## src/rtl/mem_access.sv

```systemverilog
// Memory-access pipeline stage: runs req/ack data-memory transactions with
// big-endian lane steering and hands a registered bundle to write-back.
module mem_access #(
    parameter int ACK_TIMEOUT = 16
) (
    input  logic        clk,
    input  logic        rst_n,
    input  logic        in_valid,
    output logic        stall,
    input  logic [31:0] pc,
    input  logic [31:0] insn,
    input  logic [31:0] alu_out,
    input  logic [31:0] rt_val,
    input  logic        dm_we,
    input  logic        r_we,
    input  logic [4:0]  rd_loc,
    input  logic [1:0]  rw_d,
    input  logic [1:0]  mem_read_size,
    input  logic        mem_sign_extend,
    output logic        dmem_req,
    output logic        dmem_we,
    output logic [31:0] dmem_addr,
    output logic [3:0]  dmem_be,
    output logic [31:0] dmem_wdata,
    input  logic        dmem_ack,
    input  logic [31:0] dmem_rdata,
    output logic        wb_valid,
    output logic        wb_r_we,
    output logic [4:0]  wb_rd_loc,
    output logic [31:0] wb_data,
    output logic [31:0] wb_pc,
    output logic [31:0] wb_insn,
    output logic        misalign_err,
    output logic        bus_err
);

    typedef enum logic [0:0] {
        ST_IDLE = 1'b0,
        ST_WAIT = 1'b1
    } state_t;

    localparam logic [1:0] SZ_WORD  = 2'd0;
    localparam logic [1:0] SZ_HALF  = 2'd1;
    localparam logic [1:0] SZ_BYTE  = 2'd2;
    localparam logic [7:0] TMO_LAST = 8'(ACK_TIMEOUT - 1);

    // Encoding 3 is folded onto word so downstream decoders see only 0/1/2.
    function automatic logic [1:0] norm_size(input logic [1:0] sz);
        logic [1:0] r;
        case (sz)
            SZ_HALF: r = SZ_HALF;
            SZ_BYTE: r = SZ_BYTE;
            default: r = SZ_WORD;
        endcase
        return r;
    endfunction

    function automatic logic [3:0] store_be(input logic [1:0] sz, input logic [1:0] off);
        logic [3:0] r;
        case (sz)
            SZ_BYTE: r = 4'b1000 >> off;
            SZ_HALF: r = off[1] ? 4'b0011 : 4'b1100;
            default: r = 4'b1111;
        endcase
        return r;
    endfunction

    function automatic logic [31:0] store_wdata(input logic [1:0] sz, input logic [31:0] rt);
        logic [31:0] r;
        case (sz)
            SZ_BYTE: r = {4{rt[7:0]}};
            SZ_HALF: r = {2{rt[15:0]}};
            default: r = rt;
        endcase
        return r;
    endfunction

    // Big-endian: byte offset 0 is the most significant lane.
    function automatic logic [31:0] load_data(input logic [1:0] sz, input logic sext,
                                              input logic [1:0] off, input logic [31:0] rd);
        logic [7:0]  b;
        logic [15:0] h;
        logic [31:0] r;
        case (off)
            2'd0:    b = rd[31:24];
            2'd1:    b = rd[23:16];
            2'd2:    b = rd[15:8];
            default: b = rd[7:0];
        endcase
        h = off[1] ? rd[15:0] : rd[31:16];
        case (sz)
            SZ_BYTE: r = {{24{sext & b[7]}}, b};
            SZ_HALF: r = {{16{sext & h[15]}}, h};
            default: r = rd;
        endcase
        return r;
    endfunction

    state_t      state_r, state_nx_s;
    logic [7:0]  cnt_r, cnt_nx_s;
    logic [31:0] pc_r, insn_r;
    logic        r_we_r, sext_r;
    logic [4:0]  rd_loc_r;
    logic [1:0]  size_r, off_r;

    logic        accept_s, mem_op_s, misalign_s, timeout_s, start_s;
    logic [1:0]  size_s;
    logic [31:0] alu_data_s;

    logic        dmem_req_nx_s, dmem_we_nx_s;
    logic [31:0] dmem_addr_nx_s, dmem_wdata_nx_s;
    logic [3:0]  dmem_be_nx_s;
    logic        wb_valid_nx_s, wb_r_we_nx_s, misalign_nx_s, bus_err_nx_s;
    logic [4:0]  wb_rd_loc_nx_s;
    logic [31:0] wb_data_nx_s, wb_pc_nx_s, wb_insn_nx_s;

    assign stall      = (state_r == ST_WAIT);
    assign accept_s   = in_valid & ~stall;
    assign mem_op_s   = dm_we | (rw_d == 2'd1);
    assign size_s     = norm_size(mem_read_size);
    assign misalign_s = ((size_s == SZ_HALF) & alu_out[0]) |
                        ((size_s == SZ_WORD) & (alu_out[1:0] != 2'b00));
    assign timeout_s  = (cnt_r == TMO_LAST);
    assign start_s    = accept_s & mem_op_s & ~misalign_s;
    assign alu_data_s = (rw_d == 2'd2) ? (pc + 32'd8) : alu_out;

    // State register.
    always_ff @(posedge clk or negedge rst_n) begin
        if (!rst_n) begin
            state_r <= ST_IDLE;
        end else begin
            state_r <= state_nx_s;
        end
    end

    // Next-state logic; an ack in the timeout cycle still completes normally.
    always_comb begin
        state_nx_s = state_r;
        case (state_r)
            ST_IDLE: begin
                if (start_s) begin
                    state_nx_s = ST_WAIT;
                end else begin
                    state_nx_s = ST_IDLE;
                end
            end
            ST_WAIT: begin
                if (dmem_ack || timeout_s) begin
                    state_nx_s = ST_IDLE;
                end else begin
                    state_nx_s = ST_WAIT;
                end
            end
            default: state_nx_s = ST_IDLE;
        endcase
    end

    // Next values of the registered bus and write-back outputs.
    always_comb begin
        cnt_nx_s        = cnt_r;
        dmem_req_nx_s   = dmem_req;
        dmem_we_nx_s    = dmem_we;
        dmem_addr_nx_s  = dmem_addr;
        dmem_be_nx_s    = dmem_be;
        dmem_wdata_nx_s = dmem_wdata;
        wb_valid_nx_s   = 1'b0;
        wb_r_we_nx_s    = wb_r_we;
        wb_rd_loc_nx_s  = wb_rd_loc;
        wb_data_nx_s    = wb_data;
        wb_pc_nx_s      = wb_pc;
        wb_insn_nx_s    = wb_insn;
        misalign_nx_s   = 1'b0;
        bus_err_nx_s    = 1'b0;
        case (state_r)
            ST_IDLE: begin
                cnt_nx_s = 8'd0;
                if (start_s) begin
                    dmem_req_nx_s   = 1'b1;
                    dmem_we_nx_s    = dm_we;
                    dmem_addr_nx_s  = {alu_out[31:2], 2'b00};
                    dmem_be_nx_s    = store_be(size_s, alu_out[1:0]);
                    dmem_wdata_nx_s = store_wdata(size_s, rt_val);
                end else if (accept_s) begin
                    wb_valid_nx_s  = 1'b1;
                    wb_r_we_nx_s   = r_we & ~(mem_op_s & misalign_s);
                    wb_rd_loc_nx_s = rd_loc;
                    wb_data_nx_s   = alu_data_s;
                    wb_pc_nx_s     = pc;
                    wb_insn_nx_s   = insn;
                    misalign_nx_s  = mem_op_s & misalign_s;
                end else begin
                    wb_valid_nx_s = 1'b0;
                end
            end
            ST_WAIT: begin
                if (dmem_ack || timeout_s) begin
                    cnt_nx_s       = 8'd0;
                    dmem_req_nx_s  = 1'b0;
                    dmem_we_nx_s   = 1'b0;
                    wb_valid_nx_s  = 1'b1;
                    wb_rd_loc_nx_s = rd_loc_r;
                    wb_pc_nx_s     = pc_r;
                    wb_insn_nx_s   = insn_r;
                    if (dmem_ack) begin
                        wb_r_we_nx_s = r_we_r;
                        wb_data_nx_s = load_data(size_r, sext_r, off_r, dmem_rdata);
                    end else begin
                        wb_r_we_nx_s = 1'b0;
                        wb_data_nx_s = 32'd0;
                        bus_err_nx_s = 1'b1;
                    end
                end else begin
                    cnt_nx_s = cnt_r + 8'd1;
                end
            end
            default: begin
                cnt_nx_s      = 8'd0;
                dmem_req_nx_s = 1'b0;
                dmem_we_nx_s  = 1'b0;
            end
        endcase
    end

    // Output and timeout-counter registers.
    always_ff @(posedge clk or negedge rst_n) begin
        if (!rst_n) begin
            cnt_r        <= 8'd0;
            dmem_req     <= 1'b0;
            dmem_we      <= 1'b0;
            dmem_addr    <= 32'd0;
            dmem_be      <= 4'd0;
            dmem_wdata   <= 32'd0;
            wb_valid     <= 1'b0;
            wb_r_we      <= 1'b0;
            wb_rd_loc    <= 5'd0;
            wb_data      <= 32'd0;
            wb_pc        <= 32'd0;
            wb_insn      <= 32'd0;
            misalign_err <= 1'b0;
            bus_err      <= 1'b0;
        end else begin
            cnt_r        <= cnt_nx_s;
            dmem_req     <= dmem_req_nx_s;
            dmem_we      <= dmem_we_nx_s;
            dmem_addr    <= dmem_addr_nx_s;
            dmem_be      <= dmem_be_nx_s;
            dmem_wdata   <= dmem_wdata_nx_s;
            wb_valid     <= wb_valid_nx_s;
            wb_r_we      <= wb_r_we_nx_s;
            wb_rd_loc    <= wb_rd_loc_nx_s;
            wb_data      <= wb_data_nx_s;
            wb_pc        <= wb_pc_nx_s;
            wb_insn      <= wb_insn_nx_s;
            misalign_err <= misalign_nx_s;
            bus_err      <= bus_err_nx_s;
        end
    end

    // Bundle fields needed when the memory transaction completes.
    always_ff @(posedge clk or negedge rst_n) begin
        if (!rst_n) begin
            pc_r     <= 32'd0;
            insn_r   <= 32'd0;
            r_we_r   <= 1'b0;
            rd_loc_r <= 5'd0;
            size_r   <= 2'd0;
            sext_r   <= 1'b0;
            off_r    <= 2'd0;
        end else if (start_s) begin
            pc_r     <= pc;
            insn_r   <= insn;
            r_we_r   <= r_we;
            rd_loc_r <= rd_loc;
            size_r   <= size_s;
            sext_r   <= mem_sign_extend;
            off_r    <= alu_out[1:0];
        end else begin
            pc_r     <= pc_r;
            insn_r   <= insn_r;
            r_we_r   <= r_we_r;
            rd_loc_r <= rd_loc_r;
            size_r   <= size_r;
            sext_r   <= sext_r;
            off_r    <= off_r;
        end
    end

endmodule

```

## config.mk

```make
export PLATFORM = sky130hd
export DESIGN_NAME = mem_access
export DESIGN_NICKNAME = d
export VERILOG_FILES = /design/src/rtl/mem_access.sv
export SDC_FILE = /design/constraint.sdc
export NUM_CORES = 1
export LEC_CHECK = 0
export ABC_CLOCK_PERIOD_IN_PS = 2900
export BUFFER_PORTS_ARGS = -buffer_cell sky130_fd_sc_hd__buf_2
export CORE_UTILIZATION = 37
export DETAILED_ROUTE_END_ITERATION = 6
export PLACE_DENSITY_LB_ADDON = 0.1
export SLEW_MARGIN = 0
export SYNTH_ARGS = -nofsm -noshare
export SYNTH_HDL_FRONTEND = slang
export SYNTH_SLANG_ARGS = --single-unit
export TNS_END_PERCENT = 100
```

## constraint.sdc

```tcl
create_clock -name clk -period 2.9 [get_ports clk]
set_input_delay 0.29 -clock clk [delete_from_list [all_inputs] [get_ports clk]]
set_output_delay 0.29 -clock clk [all_outputs]
set_load 0.02 [all_outputs]
```

# Word level (Yosys, flattened, before mapping)
# Cells that the tools add are included.
# totals
register_bits	257
output_inout_bits	176
elab_cells	114
# classes
add_sub_neg	2
n_eq_ne	15
n_shift	1
n_mux	53
bitwise_logic	14
reduce_logical	7
# ops
operator	n
two-way mux 32 bit	11
one-hot mux 32 bit (2 select lines)	5
adder 32 x 4 -> 32 bit (second input constant)	1
two-way mux 8 bit	4
one-hot mux 8 bit (3 select lines)	1
two-way mux 1 bit	18
two-way mux 16 bit	1
one-hot mux 8 bit (2 select lines)	1
two-way mux 5 bit	3
equality test 2 x 1 -> 1 bit (second input constant)	5
equality test 2 bit (second input constant)	5
one-hot mux 1 bit (2 select lines)	5
one-hot mux 5 bit (2 select lines)	1
bitwise AND 1 bit	9
adder 8 x 1 -> 8 bit (second input constant)	1
equality test 8 x 4 -> 1 bit (second input constant)	1
one-hot mux 4 bit (2 select lines)	1
inequality test 2 bit (second input constant)	3
logical NOT 2 bit	2
two-way mux 4 bit	1
one-hot mux 2 bit (2 select lines)	1
AND reduction 2 bit	2
>> shifter 4 x 2 -> 4 bit (first input constant)	1
NOT 1 bit	3
5 further kinds	6

# Depth between registers and ports, before layout
# depth
ltp_word	11
ltp_mapped	10
depth_no_buf	7

# Least setup slack after synthesis
# Ideal clock, no wire load.
# synth_timing
kind	reg-to-reg
start	register cnt_r[0]
end	register wb_data[0]
setup_ps	133
arrival_time_ps	2039
slack_ps	728
stages_incl_launch_ff	9
n_path_buf	3
path_cell_list	dfrtp_1 > ha_1 > and3_1 > a21o_1 > a22oi_1 > buf_4 > buf_2 > buf_1 > a21oi_1
# synth_via
elab_chain_len	4
# synth_rtl
item	line	text
start: declaration	100	logic [7:0] cnt_r, cnt_nx_s;
start signal: assignment	242	cnt_r <= cnt_nx_s;
equality test 8 x 4 -> 1 bit	123	assign timeout_s = (cnt_r == TMO_LAST);
logical OR 1 bit	196	if (dmem_ack || timeout_s) begin
inequality test 2 x 1 -> 1 bit (no source line)	n/a	
AND reduction 3 bit (no source line)	n/a	
end signal: assignment	251	wb_data <= wb_data_nx_s;
end: declaration	30	output logic [31:0] wb_data,
# Every way passes these cells.
# A chain may end at the register's enable or synchronous reset.

# Worst setup path after layout
# layout_timing
start	register state_r, in the netlist stall
end	output stall
# layout_rtl
item	line	text
start: declaration	99	state_t state_r, state_nx_s;
start signal: assignment	132	state_r <= state_nx_s;
end: declaration	9	output logic stall,
# No word-level cell between the ends.

==> summary.md <==
| Metric | Value |
|---|---|
| First-pass GRT wire length | 65750 um |
| Worst endpoint required time | 2.61 ns |
| Design Power | 13690 uW |
| RSZ-0062 raised after global routing | no |
| I/O Buffers | 349 |
| DRC | 0 |
| TritonCTS clock tree | yes |
| CP Launch Type | flop |
| Total Nets Final | 1970 |
| EDFF count, synth | 0 |
| Peak Freq | 414.0 MHz |
| Power per cell area | 825.8 nW/um2 |
| Status | finished, final reports clean |
| Commonest cells after routing, fill and taps aside | nand2_1, buf_2, dfrtp_1 |
| Worst slew pin tran | 0.7890 ns |
| Drt first pass iters | 6 |
| Avg Inst Size Synth | 8.945 um2 |
| Critical path fanouts, max | 37 |
| CTS root buf | clkbuf_16 |
| Dpl hpwl | 30070 um |
| Fin cells | 2254 |
| Cells after DPL | 2105 |
| VDD IR-drop max | 0.0004928 V |
| Lkg Pwr | 0.008173 uW |
| H-Tree Depth | 1 |
| Clk sink count | 257 |
| Rows | 66 |
| Post-Synthesis Cells | 1387 |
| Min Tclk post-route | 2.415 ns |
| DIE AREA | 34270 um2 |
| Setup Skew | 0.03765 ns |
| Worst min path class | in -> reg |
| Synthesized flop and latch total | 257 |
| CP arrival | 2.13 ns |
| Hold Path Stages | 3 |
| Synthesis-to-layout area growth | 33.64% |
| Placement Setup Slack | 0.5102 ns |
| Core area | 32780 um2 |
| WL per Instance | 18.87 um |
| Most common cell after layout, fill and taps aside | nand2_1 |
| Final hold vios | 0 |
| Ports | 352 |
| Max Transition Viols Final | 0 |
| Relative slew margins | 47.40% |
| Vias in the first global route | 11446 |
| CTS Buf Count | 30 |
| Max-cap violations | 0 |
| Most frequently used flop master after synthesis | dfrtp_1 |
| Clock-pin slew on the worst setup and hold paths | 0.06 ns |
| Ratio of cells with drive above 1 in the final layout | 24.61% |
| Vias | 11618 |
| RD Place Congestion | 0.8860 |
| Width of the die | 185.1 um |
| Number of vias per cell | 5.154 |
| Total track usage | 25.01% |
| Post-Syn Area | 12410 um2 |
| Total grt overflow | 0 |
| 1st-iter DRT viols | 752 |
| Die height | 185.1 um |
| Initial Util | 37.84% |
| Largest net degree at the start of global routing | 114 |
| Final ANT Viol Nets | 0 |
| Clock Latency Late Sink | 0.57 ns |
| Initial antenna violation count | 8 |
| Yosys cell types | 64 |
| Post-CTS Resized | 0 |
| Worst Setup End Kind | primary output |
| R2R depth | 6 |
| CP Class | reg -> out |
| Final setup fails | 0 |
| Synth warn | 0 |
| Fin crit share | 83.29% |
| Sequential-to-total area share from yosys stat | 51.84% |
| Routed WL | 42540 um |
| Post-route setup TNS | 0 ns |
| Longest Clk Path Bufs | 3 |
| PnR worst setup slack | 0.4847 ns |
| Ys async rst share | 100.0% |
==> logic make-up (layout without fill, tap and decap cells) <==
group	Yosys count	after routing	synth area share (%)
XOR/XNOR	14	14	0.9883
flip-flops	257	257	51.84
multiplexers	83	83	6.737
buffers and inverters	123	543	4.276
other	1	6	0.03023
AND/OR/NAND/NOR	616	616	20.87
adder cells (fa/ha/maj)	7	7	0.7059
AO/OA/AOI/OAI	286	286	14.56
==> worst paths after layout <==
kind | startpoint | slack, ns | end
max reg2reg | cnt_r[0] | 0.51 | wb_insn[22]
max | stall | 0.48 | stall
min in group asynchronous | rst_n | 0.29 | wb_pc[16]
min | pc[30] | 0.02 | pc_r[30]
max in group asynchronous | rst_n | 1.77 | wb_insn[19]
min reg2reg | dmem_be[0] | 0.47 | dmem_be[0]
==> flip-flops by register name, indices dropped and copies added (netlist names) <==
name          cells
dmem_be           4
rd_loc_r          5
dmem_req          1
size_r            2
dmem_we           1
dmem_wdata       32
bus_err           1
insn_r           32
wb_r_we           1
wb_rd_loc         5
pc_r             32
off_r             2
r_we_r            1
cnt_r             8
misalign_err      1
wb_pc            32
sext_r            1
stall             1
wb_valid          1
wb_insn          32
wb_data          32
dmem_addr        30
==> critical path: stages (launching register included) <==
cell and delay (ns):
dfrtp_4 0.61, buf_4 0.61, buf_2 0.29
==> report_power, final <==
part	switching, uW	internal, uW	leakage [uW]
Combinational	2880	1600	0.00450
Sequential	625	4640	0.00317
Clock	1530	2420	0.000502
Total	5030	8660	0.00817
==> through the flow <==
stage / cell area (um2) / util (%) / hold slack (ns)
finish: 16580 / 50.58 / 0.01597
CTS: 16570 / 50.55 / 0.0006976
floorplan: 12410 / - / -0.005591
global route: 16580 / 50.56 / 0.003580
detailed placement: 14630 / 44.61 / 0.3303
global placement: 14630 / 44.61 / 0.3240
==> synthesized netlist by cell type, drive strengths merged, types with 7 or more instances <==
cell type / count / area, um2
o211ai: 8 / 60.06
o31ai: 9 / 67.56
nor2b: 9 / 56.30
or3: 7 / 43.79
and3: 9 / 56.30
nand2b: 10 / 62.56
dfrtp: 257 / 6431
nor4: 9 / 56.30
nand4: 10 / 83.83
buf: 18 / 128.9
inv: 21 / 78.83
nor2: 83 / 311.6
nand2: 437 / 1643
a22oi: 11 / 82.58
o21ai: 111 / 555.5
clkbuf: 83 / 319.0
a221oi: 18 / 157.7
nand3: 11 / 55.05
xnor2: 9 / 78.83
nor3: 17 / 96.35
a21oi: 43 / 215.2
a221o: 7 / 70.07
o22ai: 28 / 175.2
mux2i: 79 / 790.8
ha: 7 / 87.58
==> final cells by class <==
| cell class | instances | area [um2] |
|---|---|---|
| fill | 3222 | 16200 |
| clock buffer | 43 | 870.8 |
| inverter | 22 | 82.58 |
| clock inverter | 10 | 152.6 |
| antenna | 4 | 10.01 |
| sequential | 257 | 6435 |
| timing repair buffer | 468 | 3005 |
| tap | 442 | 553.0 |
| multi-input combinational | 1008 | 5472 |
==> timing repair <==
action / CTS / global route
hold endpoints to repair: 165 / 0
hold buffers: 92 / 0
buffers inserted: 0 / 0
==> per-layer routing <==
| layer | vias to the layer above | routed length (um) | share of wire (%) | GRT usage (%) |
|---|---|---|---|---|
| met5 | - | 43 | 0.10 | 0 |
| met4 | 8 | 1470 | 3.5 | 9.289 |
| met3 | 91 | 3243 | 7.6 | 5.958 |
| met2 | 430 | 19670 | 46 | 40.14 |
| met1 | 5548 | 18110 | 43 | 32.69 |
| li1 | 5541 | - | - | - |
Note: power is estimated with default switching activity, not from simulation.
